**src/rtl/rs_ff_bank.sv**
```systemverilog
// Bank of WIDTH independent SR/JK/D/T flip-flops with parallel load,
// illegal-SR tracking (sticky flag + saturating edge counter) and change detect.
module rs_ff_bank #(
    parameter int unsigned           WIDTH     = 4,
    parameter logic [WIDTH-1:0]      INIT      = '0,
    parameter int unsigned           SR_POLICY = 0,
    parameter int unsigned           CNT_W     = 8
) (
    input  logic                 CLK,
    input  logic                 RST,
    input  logic                 EN,
    input  logic [1:0]           MODE,
    input  logic [WIDTH-1:0]     A,
    input  logic [WIDTH-1:0]     B,
    input  logic                 LOAD,
    input  logic [WIDTH-1:0]     DIN,
    input  logic                 CLR_ERR,
    output logic [WIDTH-1:0]     Q,
    output logic [WIDTH-1:0]     QB,
    output logic                 CHANGED,
    output logic [WIDTH-1:0]     ILL,
    output logic                 ERR,
    output logic [CNT_W-1:0]     ERR_CNT
);

    typedef enum logic [1:0] {
        MODE_SR = 2'b00,
        MODE_JK = 2'b01,
        MODE_D  = 2'b10,
        MODE_T  = 2'b11
    } mode_t;

    mode_t            mode;
    logic [WIDTH-1:0] q_r;
    logic [WIDTH-1:0] q_next;
    logic [WIDTH-1:0] ill_next;
    logic             ill_event;
    logic             changed_r;
    logic [WIDTH-1:0] ill_r;
    logic             err_r;
    logic [CNT_W-1:0] cnt_r;

    assign mode = mode_t'(MODE);

    always_comb begin
        q_next   = q_r;
        ill_next = '0;
        if (LOAD) begin
            q_next = DIN;
        end else if (EN) begin
            for (int unsigned i = 0; i < WIDTH; i++) begin
                unique case (mode)
                    MODE_SR: begin
                        unique case ({A[i], B[i]})
                            2'b10: q_next[i] = 1'b1;
                            2'b01: q_next[i] = 1'b0;
                            2'b00: q_next[i] = q_r[i];
                            default: begin
                                ill_next[i] = 1'b1;
                                if (SR_POLICY == 0)      q_next[i] = 1'b0;
                                else if (SR_POLICY == 1) q_next[i] = 1'b1;
                                else                     q_next[i] = q_r[i];
                            end
                        endcase
                    end
                    MODE_JK: begin
                        unique case ({A[i], B[i]})
                            2'b10:   q_next[i] = 1'b1;
                            2'b01:   q_next[i] = 1'b0;
                            2'b00:   q_next[i] = q_r[i];
                            default: q_next[i] = ~q_r[i];
                        endcase
                    end
                    MODE_D:  q_next[i] = A[i];
                    default: q_next[i] = q_r[i] ^ A[i];
                endcase
            end
        end
        ill_event = |ill_next;
    end

    always_ff @(posedge CLK) begin
        if (RST) begin
            q_r       <= INIT;
            changed_r <= 1'b0;
            ill_r     <= '0;
            err_r     <= 1'b0;
            cnt_r     <= '0;
        end else begin
            q_r       <= q_next;
            changed_r <= (q_next != q_r);
            ill_r     <= ill_next;
            // An event in the same cycle as CLR_ERR restarts the count at one.
            if (ill_event) begin
                err_r <= 1'b1;
                if (CLR_ERR)          cnt_r <= CNT_W'(1);
                else if (cnt_r != '1) cnt_r <= cnt_r + CNT_W'(1);
            end else if (CLR_ERR) begin
                err_r <= 1'b0;
                cnt_r <= '0;
            end
        end
    end

    assign Q       = q_r;
    assign QB      = ~q_r;
    assign CHANGED = changed_r;
    assign ILL     = ill_r;
    assign ERR     = err_r;
    assign ERR_CNT = cnt_r;

endmodule

```
**config.mk**
```make
export PLATFORM = sky130hd
export DESIGN_NAME = rs_ff_bank
export DESIGN_NICKNAME = d
export VERILOG_FILES = /design/src/rtl/rs_ff_bank.sv
export SDC_FILE = /design/constraint.sdc
export NUM_CORES = 1
export LEC_CHECK = 0
export CORE_AREA = 8 8 72 49
export CTS_BUF_LIST = sky130_fd_sc_hd__clkbuf_4 sky130_fd_sc_hd__clkbuf_8 sky130_fd_sc_hd__clkbuf_16
export CTS_CLUSTER_SIZE = 10
export DETAILED_ROUTE_END_ITERATION = 8
export DIE_AREA = 0 0 80 57
export GPL_ROUTABILITY_DRIVEN = 1
export PLACE_DENSITY = 0.86
export SETUP_SLACK_MARGIN = 0.4
export SYNTH_ARGS = -nofsm -noshare
export SYNTH_HDL_FRONTEND = slang
export SYNTH_SLANG_ARGS = --single-unit
```
**constraint.sdc**
```tcl
create_clock -name CLK -period 2.74 [get_ports CLK]
set_input_delay 0.548 -clock CLK [delete_from_list [all_inputs] [get_ports CLK]]
set_output_delay 0.548 -clock CLK [all_outputs]
set_load 0.05 [all_outputs]
```
==> impl_table.tex <==
\begin{tabular}{lr}
\hline
Metric & Value \\
\hline
\multicolumn{2}{l}{\textbf{Cells and area}} \\
\quad Most frequent standard cell in the layout excluding fill and tap cells & clkdlybuf4s50\_1 \\
\quad Filler cell count & 214 \\
\quad \# nets final & 206 \\
\quad Diodes inserted & 0 \\
\quad Share of layout cells above drive strength 1 & 0.1027 \\
\quad Footprint of the multi-input gates & 699.4 um2 \\
\quad Top library cells by usage in the layout, fill and taps aside & clkdlybuf4s50\_1 (40), dfxtp\_1 (18), nand2\_1 (15), nor2\_1 (15), a21oi\_1 (13) \\
\quad Area used by sequential logic in the layout & 360.3 um2 \\
\quad Cell area after layout & 1622 um2 \\
\quad Syn-to-layout area delta & 45.78\% \\
\multicolumn{2}{l}{\textbf{STA}} \\
\quad Sum of negative setup slack & 0 ps \\
\quad Post-route clock skew & 4.833 ps \\
\quad Final Hold Fails & 0 \\
\quad Final worst slack & 483.2 ps \\
\quad Final setup fails & 0 \\
\quad Count of pins over their slew limit & 0 \\
\quad Period utilization & 0.8236 \\
\quad FMAX & 443.1 MHz \\
\quad Post-route minimum period & 2257 ps \\
\quad Pin slew with the least headroom to its limit & 528.4 ps \\
\quad RSZ-0062 raised after global routing & no \\
\quad Max-slew headroom at the worst pin & 0.6467 \\
\multicolumn{2}{l}{\textbf{Detailed routing}} \\
\quad Met3 WL post-DR & 321 um \\
\quad Routed length on met1 & 1.375 mm \\
\quad Remaining routing DRC violations & 0 \\
\quad Post-detailed-route count of antenna-violating nets & 0 \\
\quad Detailed-router iteration count before antenna repair & 4 \\
\quad Average via count per standard cell & 5.772 \\
\quad Average wire per cell in the routed design & 15.69 um \\
\quad Routed via count & 1,264 \\
\quad Wirelength, routed & 3.436 mm \\
\quad Met2 WL post-DR & 1.723 mm \\
\quad Uppermost routed layer & met4 \\
\quad Violation count after the first detailed-route iteration & 112 \\
\multicolumn{2}{l}{\textbf{Clock network}} \\
\quad Max Buffers Root-to-Sink & 2 \\
\quad Sink Count & 18 \\
\quad Clock-pin slew on the worst setup and hold paths & 70 ps \\
\quad Post CTS Setup Buffer Count & 0 \\
\quad TritonCTS Buffers & 3 \\
\quad CTS tree & built \\
\quad Clock insertion delay at the later pin of the skew report & 260 ps \\
\quad Root cell of the clock tree & clkbuf\_8 \\
\quad CTS H-Tree Depth & 1 \\
\multicolumn{2}{l}{\textbf{Floorplan}} \\
\quad Die extent in x & 80 um \\
\quad Num ports & 41 \\
\quad DIE AREA & 4560 um2 \\
\quad Effective utilization at floorplan & 0.4295 \\
\quad Number of rows created at floorplan & 15 \\
\quad CORE AREA & 2590 um2 \\
\quad Die extent in y & 57 um \\
\multicolumn{2}{l}{\textbf{Place}} \\
\quad Final RePlAce weighted congestion & 0.8466 \\
\quad Minimum setup slack after placement & 191.9 ps \\
\quad Number of input and output port buffers inserted & 40 \\
\quad Total cell area at the placement stage & 1559 um2 \\
\quad Dpl hpwl & 2.568 mm \\
\multicolumn{2}{l}{\textbf{Worst setup path}} \\
\quad Register-to-Register Setup Slack & 1150 ps \\
\quad Startpoint class of the critical path & input port \\
\quad Worst setup path category & in2reg \\
\quad Kind of capture point of the worst setup path & flop \\
\quad Worst EP arrival & 2410 ps \\
\quad WP data required & 2900 ps \\
\quad CP max FO & 11 \\
\multicolumn{2}{l}{\textbf{Global route}} \\
\quad Global-route wire length before repair & 5.416 mm \\
\quad Total global-route track usage & 0.1469 \\
\quad Initial antenna violation count & 0 \\
\quad Pin count of the biggest net entering global routing & 18 \\
\quad Number of global-route vias before repair & 1,149 \\
\quad Overflow left after global routing & 0 \\
\multicolumn{2}{l}{\textbf{Synthesis}} \\
\quad Net count of the mapped netlist & 163 \\
\quad Avg Inst Size Synth & 7.778 um2 \\
\quad Proportion of synthesized chip area in sequential cells & 0.3240 \\
\quad Distinct cells, synth & 40 \\
\quad Synth Flop Type & dfxtp\_1 \\
\quad Synthesized flop and latch total & 18 \\
\quad Number of synthesized flops with an enable pin & 0 \\
\quad Synthesis warning total & 0 \\
\quad Netlist area before placement & 1112 um2 \\
\quad Ys async rst share & 0 \\
\quad Post-synthesis instance total & 143 \\
\multicolumn{2}{l}{\textbf{Power and ir drop}} \\
\quad Static leakage & 0.5597 nW \\
\quad Max rail drop VDD & 0.2131 mV \\
\quad PwrDens & 411.3 nW/um2 \\
\multicolumn{2}{l}{\textbf{Worst hold path}} \\
\quad Tightest Hold Check Type & reg2reg \\
\multicolumn{2}{l}{\textbf{Flow run}} \\
\quad Max Cap Violations & 0 \\
\multicolumn{2}{l}{\textbf{Outcome}} \\
\quad Result of the run & finished clean \\
\hline
\end{tabular}
==> cell families (layout without fill, tap and decap cells) <==
group           count (synthesis)  after routing  synth area share
fa+ha+maj                       1              1           0.01125
xor+xnor                        9              9           0.07087
flops                          18             18            0.3240
simple gates                   59             59            0.2846
compound gates                 42             42            0.2553
buf+inv                        14             56           0.05400
==> routing by layer <==
| layer | GRT usage | vias up |
|---|---|---|
| met5 | 0 | - |
| met1 | 0.1857 | 568 |
| li1 | - | 610 |
| met2 | 0.2445 | 80 |
| met3 | 0.03135 | 6 |
| met4 | 0.03866 | 0 |
==> worst max-delay path, cell delays in order <==
cell and delay (ps):
clkdlybuf4s50_1 420, or4b_1 540, a41o_2 350, nor4_2 360, xnor2_1 150, nor2_1 50
==> Yosys cell counts (all sizes together) (2+ instances only) <==
| cell | count | area share |
|---|---|---|
| a211oi | 3 | 0.020 |
| a21boi | 2 | 0.013 |
| a21oi | 13 | 0.058 |
| a221o | 3 | 0.027 |
| a221oi | 2 | 0.016 |
| a31oi | 2 | 0.011 |
| and3 | 2 | 0.011 |
| clkbuf | 6 | 0.020 |
| dfxtp | 18 | 0.32 |
| inv | 7 | 0.024 |
| nand2 | 15 | 0.051 |
| nand3 | 6 | 0.027 |
| nor2 | 15 | 0.051 |
| nor2b | 2 | 0.011 |
| nor3 | 4 | 0.018 |
| nor3b | 2 | 0.013 |
| nor4 | 3 | 0.028 |
| o21ai | 5 | 0.022 |
| o22ai | 3 | 0.017 |
| o2bb2ai | 2 | 0.016 |
| or2 | 2 | 0.011 |
| or3b | 3 | 0.024 |
| xnor2 | 6 | 0.047 |
| xor2 | 3 | 0.024 |
==> sequential cells by signal, summed over array words and instances, names as in the netlist <==
register,cells
ILL,4
ERR,1
CHANGED,1
Q,4
ERR_CNT,8
==> area by class of cell <==
| type | instances | share of cell area |
|---|---|---|
| multi-input cells | 111 | 0.4313 |
| repair buffers | 45 | 0.2701 |
| flip-flops and latches | 18 | 0.2222 |
| clock buffers | 4 | 0.03395 |
| well taps | 34 | 0.02623 |
| inverters | 7 | 0.01620 |
==> what timing repair did <==
| item | 4_1_cts | 5_1_grt |
|---|---|---|
| endpoints found under the setup margin | 0 | 3 |
| resized for setup | 0 | 2 |
| hold buffers | 0 | 0 |
==> through the flow <==
stage	power, mW	utilization	std cells	hold slack, ps
after floorplan	0.3783	-	143	690.3
after global placement	0.4474	0.6019	215	476.9
after detailed placement	0.4525	0.6019	215	477.5
after CTS	0.6681	0.6232	219	486.5
after global routing	0.6908	0.6261	219	524.4
final	0.6670	0.6261	219	480.6
==> report_power, final <==
| part | internal, mW | leakage (nW) | switching, mW |
|---|---|---|---|
| logic | 0.0726 | 0.385 | 0.101 |
| registers | 0.268 | 0.146 | 0.00776 |
| clock network | 0.128 | 0.0288 | 0.0895 |
==> final timing paths <==
check,startpoint,end,depth (start not counted)
setup reg to reg,ERR_CNT[0],ERR_CNT[0],7
setup / recovery,LOAD,ERR_CNT[7],6
hold reg to reg,ERR,ERR,2
hold / removal,ERR,ERR,2
(Power assumes the default switching activity.)
